===== src/rtl/uart_sched_pkg.sv =====
// uart_sched_pkg: shared FSM state encoding and requester-count limits for uart_tx_scheduler
package uart_sched_pkg;
  typedef enum logic [1:0] {IDLE, ISSUE, WAIT_START, WAIT_DONE} state_t;
  localparam int MIN_REQ = 2;
  localparam int MAX_REQ = 16;
endpackage


===== src/rtl/uart_tx_scheduler_rr_arbiter.sv =====
// rr_arbiter: combinational round-robin pick of the first valid requester at or after the pointer
module rr_arbiter #(
  parameter int NUM_REQ = 4,
  parameter int ID_W = $clog2(NUM_REQ)
) (
  input  logic [NUM_REQ-1:0] i_req,
  input  logic [ID_W-1:0]    i_ptr,
  output logic               o_any,
  output logic [ID_W-1:0]    o_id
);
  // Scan farthest-first so the candidate nearest the pointer overwrites the rest.
  always_comb begin
    o_any = 1'b0;
    o_id = '0;
    for (int k = NUM_REQ - 1; k >= 0; k--) begin
      if (i_req[(int'(i_ptr) + k) % NUM_REQ]) begin
        o_any = 1'b1;
        o_id = ID_W'((int'(i_ptr) + k) % NUM_REQ);
      end
    end
  end
endmodule


===== src/rtl/uart_tx_scheduler.sv =====
// uart_tx_scheduler: round-robin sharing of one UART transmitter among NUM_REQ byte producers
module uart_tx_scheduler
  import uart_sched_pkg::*;
#(
  parameter int DATA_WIDTH = 8,
  parameter int NUM_REQ = 4,
  localparam int ID_W = $clog2(NUM_REQ)
) (
  input  logic                          CLK,
  input  logic                          RST,
  input  logic [NUM_REQ-1:0]            REQ_VALID,
  input  logic [NUM_REQ*DATA_WIDTH-1:0] REQ_DATA,
  output logic [NUM_REQ-1:0]            REQ_READY,
  input  logic                          TX_BUSY,
  output logic [DATA_WIDTH-1:0]         TX_DATA,
  output logic                          TX_DATA_VALID,
  output logic [ID_W-1:0]               GRANT_ID,
  output logic                          ACTIVE
);
  state_t r_state, w_next;
  logic [ID_W-1:0] r_ptr, r_grant, w_win;
  logic [DATA_WIDTH-1:0] r_data;
  logic w_any, w_take;
  logic [NUM_REQ-1:0] w_one;

  rr_arbiter #(.NUM_REQ(NUM_REQ), .ID_W(ID_W)) u_arb (
    .i_req(REQ_VALID),
    .i_ptr(r_ptr),
    .o_any(w_any),
    .o_id (w_win)
  );

  assign w_take = (r_state == IDLE) && w_any && !TX_BUSY;
  assign w_one = {{(NUM_REQ-1){1'b0}}, 1'b1};

  always_ff @(posedge CLK) begin
    if (RST) begin
      r_state <= IDLE;
      r_ptr <= '0;
      r_grant <= '0;
      r_data <= '0;
    end else begin
      r_state <= w_next;
      if (w_take) begin
        r_data <= REQ_DATA[w_win*DATA_WIDTH +: DATA_WIDTH];
        r_grant <= w_win;
        r_ptr <= (w_win == ID_W'(NUM_REQ - 1)) ? '0 : w_win + 1'b1;
      end
    end
  end

  always_comb begin
    w_next = r_state;
    unique case (r_state)
      IDLE:       w_next = w_take ? ISSUE : IDLE;
      ISSUE:      w_next = WAIT_START;
      WAIT_START: w_next = TX_BUSY ? WAIT_DONE : WAIT_START;
      WAIT_DONE:  w_next = TX_BUSY ? WAIT_DONE : IDLE;
      default:    w_next = IDLE;
    endcase
  end

  assign TX_DATA = r_data;
  assign GRANT_ID = r_grant;
  assign TX_DATA_VALID = (r_state == ISSUE);
  assign REQ_READY = (r_state == ISSUE) ? (w_one << r_grant) : '0;
  assign ACTIVE = (r_state != IDLE);
endmodule


===== config.mk =====
export PLATFORM = sky130hd
export DESIGN_NAME = uart_tx_scheduler
export DESIGN_NICKNAME = d
export VERILOG_FILES = /design/src/rtl/uart_sched_pkg.sv /design/src/rtl/uart_tx_scheduler_rr_arbiter.sv /design/src/rtl/uart_tx_scheduler.sv
export SDC_FILE = /design/constraint.sdc
export NUM_CORES = 1
export LEC_CHECK = 0
export ABC_AREA = 1
export BUFFER_PORTS_ARGS = -buffer_cell sky130_fd_sc_hd__buf_2
export CORE_ASPECT_RATIO = 0.7
export CORE_MARGIN = 4
export CORE_UTILIZATION = 46
export CTS_CLUSTER_DIAMETER = 120
export DETAILED_ROUTE_END_ITERATION = 8
export PLACE_DENSITY = 0.82
export SKIP_CTS_REPAIR_TIMING = 1
export SLEW_MARGIN = 20
export SYNTH_ARGS = -nofsm -noshare
export SYNTH_HDL_FRONTEND = slang
export SYNTH_SLANG_ARGS = --single-unit

===== constraint.sdc =====
create_clock -name CLK -period 2.2 [get_ports CLK]
set_clock_uncertainty 0.05 [all_clocks]
set_input_delay 0.33 -clock CLK [delete_from_list [all_inputs] [get_ports CLK]]
set_output_delay 0.33 -clock CLK [all_outputs]
set_load 0.05 [all_outputs]

* Word level (Yosys, flattened, before mapping) *
Index checks and enable logic that the tools add are counted.

operators by class
  shift operators = 2
  reduce and logical (&&, ||, !) cells = 8
  multipliers = 0
  $lt $le $gt $ge = 4
  bitwise operators = 3
  add/sub/neg operators = 4
  eq/ne operators = 4
  divide/modulo/power cells = 0
  muxes and demuxes = 25

operators with widths
  cell                                                                           number
  32-bit by 6-bit indexed part select with 8-bit output                          1
  1-bit two-way mux                                                              13
  3-bit by 4-bit less-than comparator with 1-bit output (second input constant)  3
  2-bit two-way mux                                                              6
  1-bit binary-select mux with 2-bit select                                      4
  2-bit case mux with 4 select lines                                             1
  2-bit == test (second input constant)                                          3
  2-bit OR reduction                                                             3
  2-bit by 1-bit adder with 2-bit output (second input constant)                 2
  2-bit adder (second input constant)                                            2
  4-bit two-way mux                                                              1
  1-bit by 2-bit << shifter with 4-bit output (first input constant)             1
  1-bit AND (first input constant)                                               3
  2-bit by 3-bit less-than comparator with 1-bit output (second input constant)  1
  2-bit by 1-bit == test with 1-bit output (second input constant)               1
  1-bit logical AND                                                              2
  2-bit logical NOT                                                              1
  2-bit nonzero test                                                             1
  1-bit logical NOT                                                              1

storage, ports and cells
  bits in latches = 0
  output and inout port bits = 16
  RAM bits = 0
  memories = 0
  bits of input ports = 39
  memory bits (read-only) = 0
  register bits = 14

* Longest topological paths before layout *
Gate-level depths: netlist of the first run.

  depth after elaboration = 14
  gate-level depth with buffers = 15

* Hierarchy *
Synthesis of the first run repeated with hierarchy kept, for this count alone.

unflattened totals
  cell total of the unflattened synthesis = 204
  area total of the unflattened synthesis = 1146.1 sq um

by module, submodules not included
  module             area each (sq um)  cells each  sequential area each (sq um)  times used
  uart_tx_scheduler  933.4              158         280.3                         1
  rr_arbiter         212.7              46          0.0                           1

* Worst setup path after synthesis of the first run *
Ideal clock, no wire load.

  kind = reg-to-output
  start point = register r_state[0]
  end point = output port REQ_READY[0]
  cell stages (with the launch flop) = 5
  required time = 1.820 ns
  data arrival time = 2.337 ns
  path slack = -0.517 ns
  cells stage by stage = dfxtp_1 inv_1 nor2_1 inv_1 nor3_1

on the way
  word-level cells in the longest chain between the ends = 2

RTL lines
  element                                   RTL line                 text
  start: declaration                        uart_tx_scheduler.sv:20  state_t r_state, w_next;
  start signal: assignment                  uart_tx_scheduler.sv:43  r_state <= w_next;
  2-bit by 1-bit == test with 1-bit output  --
  net TX_DATA_VALID                         uart_tx_scheduler.sv:16  output logic TX_DATA_VALID,
  4-bit two-way mux                         uart_tx_scheduler.sv:66  assign REQ_READY = (r_state == ISSUE) ? (w_one << r_grant) : '0;
  end: declaration                          uart_tx_scheduler.sv:13  output logic [NUM_REQ-1:0] REQ_READY,

The timed path passes the listed nets, and every way through them passes these cells.

* Worst setup path in the final report of the first run *
  start point = register r_ptr[1]
  end point = register r_data[0], in the netlist TX_DATA[0]

on the way
  word-level cells in the longest chain between the ends = 10
  elaborated cells between the ends (all ways) = 25
  classes of those cells = add/sub (3); shift (1); mux (19); reduce/logical (2)

RTL lines
  element                                                               RTL line                 text
  start: declaration                                                    uart_tx_scheduler.sv:21  logic [ID_W-1:0] r_ptr, r_grant, w_win;
  start signal: assignment                                              uart_tx_scheduler.sv:47  r_ptr <= (w_win == ID_W'(NUM_REQ - 1)) ? '0 : w_win + 1'b1;
  parallel branches: the longest is 10 deep, another holds 2-bit adder  --
  end signal: assignment                                                uart_tx_scheduler.sv:45  r_data <= REQ_DATA[w_win*DATA_WIDTH +: DATA_WIDTH];
  end: declaration                                                      uart_tx_scheduler.sv:22  logic [DATA_WIDTH-1:0] r_data;

Several ways; the timed one is not identified. The select of a mux whose other input is x is not followed.
A chain may end at the register's enable or synchronous reset.

==> out/results.ini, run 1 <==
[critical_path]
start_kind=flip-flop
arrival_ns=2.13
required_ns=2.34
path_class=reg2reg
ff2ff_path_depth=10
cp-end-kind=flip-flop
r2r-start=r_ptr[1]$_SDFFE_PP0P_
r2r_slack_ns=0.21
worstSetupStartpoint=r_ptr[1]$_SDFFE_PP0P_
cp_max_fo=8
cp-endpoint=TX_DATA[0]$_SDFFE_PP0P_
reg2reg_to=TX_DATA[0]$_SDFFE_PP0P_

[synthesis]
syn_area_um2=1180
synthArstFlopShare_pct=0
synth.top_cells.by_area=dfxtp_1, nand2_1, nand3_1
synth-edff-count=0
synth.net_count=241
ys_ff_latch=14
yosys-top-cells-count=nand2_1, nor2_1, inv_1, nand3_1, dfxtp_1
synth_seq_area_share_pct=23.8
post_synth_num_cell_types=27
synth_area_leader_cell=dfxtp_1
yosysMostFrequentCell=nand2_1
avgSynthCellArea_um2=5.82
yosys.area.top_type_share_pct=23.8
synth_cells=202
ys.flop_type=dfxtp_1
yosysWarnings=0

[floorplan]
core.rowCount=15
core_um2=2460
start_util_pct=47.8
dieHeight_um=50.3
num_io_pins=55
dieArea_um2=3440
die_w_um=68.4

[finish]
fin_nets=296
post_route_cells_drive_above_1_share_pct=34.8
n_fill_cell=241
multiInputGateArea_um2=763
syn2layout_area_growth_pct=30.2
diodes=0
seqCellArea_um2=280

[global_routing]
grt_use_total_pct=18.6
gr-total-overflow=0
grt_max_degree=19
antenna_found_initial=0
grt_pass1_wl_mm=4.92
grt_pass1_vias=1104

[detailed_routing]
ant_nets=0
finalWirelength_mm=3.08
dr.pass1.iters=4
avgRoutedWirePerCell_um=10.6
drcViolationCount=0
drt_iter0_markers=84
vias=1378
via_per_inst=4.75

[clock_network]
cts_root_buf=clkbuf_8
clock_path_buffers=2
numClockSinks=14
tritoncts=yes
clk_pin_slew_ns=0.06
clock_latency_ns=0.25
cts_buffers=3
cts_max_level=1

[timing]
setup_tns_ns=0
period_share_pct=90.5
setup_viol=0
drv_slew=0
worst_pin_slew_ns=0.697
rsz0062_at_grt=no
max_slew_margin_pct=53.3
fin_crit_ns=1.99
max_freq_mhz=502
hold_viol=0

[placement]
dpl.hpwl_mm=2.52
gp_congestion=0.890
io_buffers=54

[power]
total_power_mw=2.22
ir_worst_vdd_uv=589
powerDensity_nw_per_um2=1450
p_leak_nw=0.892

[flow_run]
maxCapViolCount=0

[hold_path]
min_path_type=in2reg

[outcome]
status=complete, no violations

## registers in the layout (all words and copies together) (netlist names)
name,count
r_state,2
TX_DATA,8
r_ptr,2
GRANT_ID,2
## cell type report
| cell class | count | share of cell area, % |
|---|---|---|
| repair buffers | 55 | 18.1 |
| clock buffers | 4 | 3.59 |
| multi-input cells | 153 | 49.8 |
| flip-flops and latches | 14 | 18.3 |
| well taps | 34 | 2.78 |
| inverters | 30 | 7.35 |
## cells in the final DEF (no fill, tap or decap), types with 2 or more instances in the layout
| master | Yosys | routed |
|---|---|---|
| nor3_2 | 2 | 6 |
| nor2_2 | 2 | 3 |
| a21oi_1 | 5 | 5 |
| and3_1 | 5 | 5 |
| buf_2 | 1 | 54 |
| clkbuf_8 | 0 | 4 |
| dfxtp_1 | 14 | 14 |
| nor2_1 | 25 | 24 |
| nand2_2 | 8 | 8 |
| inv_2 | 6 | 6 |
| nand2_1 | 65 | 65 |
| o21ai_1 | 2 | 2 |
| nand2_4 | 3 | 3 |
| inv_1 | 24 | 24 |
| nand3_1 | 24 | 24 |
## routing by layer
layer / track usage, % / up-vias / part of all wire (%)
met5: 0 / - / 0
met4: 4.62 / 0 / 0.45
met3: 4.92 / 2 / 6.7
met2: 25.7 / 43 / 41
met1: 28.0 / 600 / 52
li1: - / 733 / -
## report_power, final
part,leakage [nW],internal (mW),switching [mW],total (mW)
sequential,0.116,0.338,0.0687,0.407
combinational,0.747,0.456,1.10,1.56
clock,0.0288,0.159,0.0962,0.255
total,0.892,0.952,1.27,2.22
## stage by stage
step           instances  hold WS (ns)  setup WS (ns)  area (um^2)  util [%]
6_report             290         0.326          0.209         1530      62.3
5_1_grt              290         0.337         0.0261         1530      62.3
4_1_cts              290         0.320          0.227         1530      62.3
3_5_place_dp         286         0.438          0.250         1480      60.1
3_3_place_gp         286         0.437          0.243         1480      60.1
2_1_floorplan        202         0.420          0.146         1200         -
## kinds of logic (layout without fill, tap and decap cells)
| logic type | after synthesis | after routing | synth area share, % |
|---|---|---|---|
| buffers and inverters | 35 | 89 | 13.2 |
| flip-flops | 14 | 14 | 23.8 |
| AO/OA/AOI/OAI | 10 | 10 | 4.79 |
| AND/OR/NAND/NOR | 143 | 143 | 58.2 |
## how the worst min path moves through the flow
stage                     startpoint                     to  slack (ns)  cells after the start
2_1_floorplan  r_state[1]$_SDFF_PP0_  r_state[0]$_SDFF_PP0_        0.42                      2
3_3_place_gp   r_state[1]$_SDFF_PP0_  r_state[0]$_SDFF_PP0_        0.44                      2
3_5_place_dp   r_state[1]$_SDFF_PP0_  r_state[0]$_SDFF_PP0_        0.44                      2
4_1_cts                      TX_BUSY  r_state[0]$_SDFF_PP0_        0.32                      3
5_1_grt                      TX_BUSY  r_state[0]$_SDFF_PP0_        0.34                      3
6_report                     TX_BUSY  r_state[0]$_SDFF_PP0_        0.33                      3
## worst max-delay path, stage by stage, from the launching register on
cell and delay (ns):
dfxtp_1 0.46, inv_2 0.09, nand2_1 0.08, nand2_2 0.06, nand2_2 0.11, nand2_4 0.09, nor3_2 0.21, nand2b_1 0.36
nor2_1 0.14, and3_1 0.20, nor2_1 0.08
Note: power is estimated with default switching activity, not from simulation.
==> run 2, diff against run 1 <==
--- a/config.mk
+++ b/config.mk
@@ -6,13 +6,13 @@
 export NUM_CORES = 1
 export LEC_CHECK = 0
 export ABC_AREA = 1
-export BUFFER_PORTS_ARGS = -buffer_cell sky130_fd_sc_hd__buf_2
 export CORE_ASPECT_RATIO = 0.7
 export CORE_MARGIN = 4
-export CORE_UTILIZATION = 46
+export CORE_UTILIZATION = 62
 export CTS_CLUSTER_DIAMETER = 120
 export DETAILED_ROUTE_END_ITERATION = 8
-export PLACE_DENSITY = 0.82
+export DONT_BUFFER_PORTS = 1
+export PLACE_DENSITY = 0.78
 export SKIP_CTS_REPAIR_TIMING = 1
 export SLEW_MARGIN = 20
 export SYNTH_ARGS = -nofsm -noshare
==> run 2 against run 1 <==
Net effect: wire length is 7.6% lower; worst setup slack better by 0.065 ns; sequential cell count stayed put; total power is 6.3% lower; count of clock-buffer cells in the layout stayed put; die area is 22% lower; global-route usage is 4.0 points higher; largest power group unchanged.
==> out/results.ini, run 2 (synthesized netlist as in run 1, its figures left out) <==
[finish]
syn2layout_area_growth_pct=9.68
post_route_cells_drive_above_1_share_pct=21.4  ; -13 points
layout_commonest_cell=nand2_1
stdcell_count=231  ; -20%
fin_nets=250  ; -16%
design_area_um2=1290  ; -16%
diodes=0  ; unchanged
mostFrequentLayoutCells=nand2_1, inv_1, nor2_1, nand3_1, dfxtp_1
largest_reg_flops=8  ; unchanged

[timing]
period_share_pct=87.5  ; -3.0 points
fin_crit_ns=1.93  ; -0.0651 ns
rsz0062_at_grt=no
max_freq_mhz=519  ; +3.4%
max_slew_margin_pct=64.4  ; +11 points
hold_viol=0  ; unchanged
setup_tns_ns=0  ; unchanged
worst_pin_slew_ns=0.533  ; -0.163 ns
hold_slack_ns=0.0576  ; -0.269 ns
drv_slew=0  ; unchanged
setup_viol=0  ; unchanged

[floorplan]
dieArea_um2=2670  ; -22%
core_um2=1680  ; -32%
die_w_um=60.1  ; -12%
core.rowCount=12  ; -3
dieHeight_um=44.4  ; -12%
num_io_pins=55  ; unchanged
start_util_pct=69.9  ; +22 points

[clock_network]
clk_pin_slew_ns=0.09  ; +0.03 ns
clock_path_buffers=2  ; unchanged
cts_buffers=3  ; unchanged
numClockSinks=14  ; unchanged
cts_max_level=1  ; unchanged
clock_latency_ns=0.28  ; +0.03 ns
tritoncts=yes
cts_root_buf=clkbuf_4

[critical_path]
cp-end-kind=flip-flop
cp_max_fo=11  ; +3
required_ns=2.33  ; about the same
start_kind=flip-flop
arrival_ns=2.05  ; -0.08 ns
path_class=reg2reg

[placement]
dpl_cell_area_um2=1250  ; -15%
gp_congestion=0.885  ; -0.53%
io_buffers=0  ; -100%
dp_cells=227  ; -21%
dpl.hpwl_mm=2.31  ; -8.4%

[power]
p_leak_nw=0.695  ; -22%
total_power_mw=2.08  ; -6.3%
powerDensity_nw_per_um2=1610  ; +11%
ir_worst_vdd_uv=1290  ; +120%

[global_routing]
antenna_found_initial=0  ; unchanged
grt_max_degree=19  ; unchanged
grt_use_total_pct=22.6  ; +4.0 points
gr-total-overflow=0  ; unchanged
grt_pass1_wl_mm=4.73  ; -3.9%
grt_pass1_vias=1091  ; -1.2%

[detailed_routing]
drcViolationCount=0  ; unchanged
avgRoutedWirePerCell_um=12.3  ; +16%
finalWirelength_mm=2.85  ; -7.6%
dr.pass1.iters=4  ; unchanged
vias=1231  ; -11%
ant_nets=0  ; unchanged
via_per_inst=5.33  ; +12%
drt_iter0_markers=76  ; -9.5%

[outcome]
status=complete, no violations

[hold_path]
min_path_type=in2reg

[flow_run]
maxCapViolCount=0  ; unchanged

[run 2: cell count changes in the layout (fill, tap and decap cells not counted), sizes merged]
| cell | change |
|---|---|
| buf | -46 |
[run 2: area by class of cell]
class	count	area, um^2
Tap cell	21	26.3
Sequential cell	14	282
Fill cell	138	392
Multi-Input combinational cell	153	766
Timing Repair Buffer	9	67.6
Clock buffer	4	36.3
Inverter	30	113
[run 2: worst max-delay path, cell delays in order (launching register included)]
cell,delay [ns]
dfxtp_2,0.44
inv_2,0.14
nand2_1,0.10
nand2_2,0.06
nand2_2,0.09
nand2_4,0.08
nor3_2,0.24
nand2b_2,0.27
nor2_2,0.08
inv_2,0.06
nand3_1,0.05
and2_1,0.15
[run 2: power by group]
| group | total [mW] | switching [mW] | internal, mW |
|---|---|---|---|
| logic | 1.30 | 0.883 | 0.416 |
| clock network | 0.188 | 0.0871 | 0.101 |
| registers | 0.594 | 0.256 | 0.338 |
| total | 2.08 | 1.23 | 0.855 |
[run 2: path summary, 6_finish.rpt]
| kind | start | to | slack [ns] | cells past startpoint |
|---|---|---|---|---|
| min reg2reg | GRANT_ID[0]$_SDFFE_PP0P_ | GRANT_ID[0]$_SDFFE_PP0P_ | 0.44 | 2 |
| max reg2reg | r_ptr[0]$_SDFFE_PP0P_ | r_ptr[1]$_SDFFE_PP0P_ | 0.27 | 11 |
| min | RST | GRANT_ID[1]$_SDFFE_PP0P_ | 0.06 | 1 |
| max | r_ptr[0]$_SDFFE_PP0P_ | r_ptr[1]$_SDFFE_PP0P_ | 0.27 | 11 |
[run 2: through the flow]
step / utilization, % / setup slack, ns
after floorplan: - / 0.146
after global placement: 74.3 / 0.196
after detailed placement: 74.3 / 0.0600
after CTS: 76.5 / 0.0322
after global routing: 76.7 / 0.0260
final: 76.7 / 0.274
[run 2: routing by layer]
metal / vias up / GRT usage, % / part of all wire (%)
li1: 641 / - / -
met1: 526 / 29.9 / 41
met2: 60 / 36.6 / 46
met3: 4 / 4.66 / 12
met4: 0 / 7.08 / 1.1
met5: - / 0 / 0
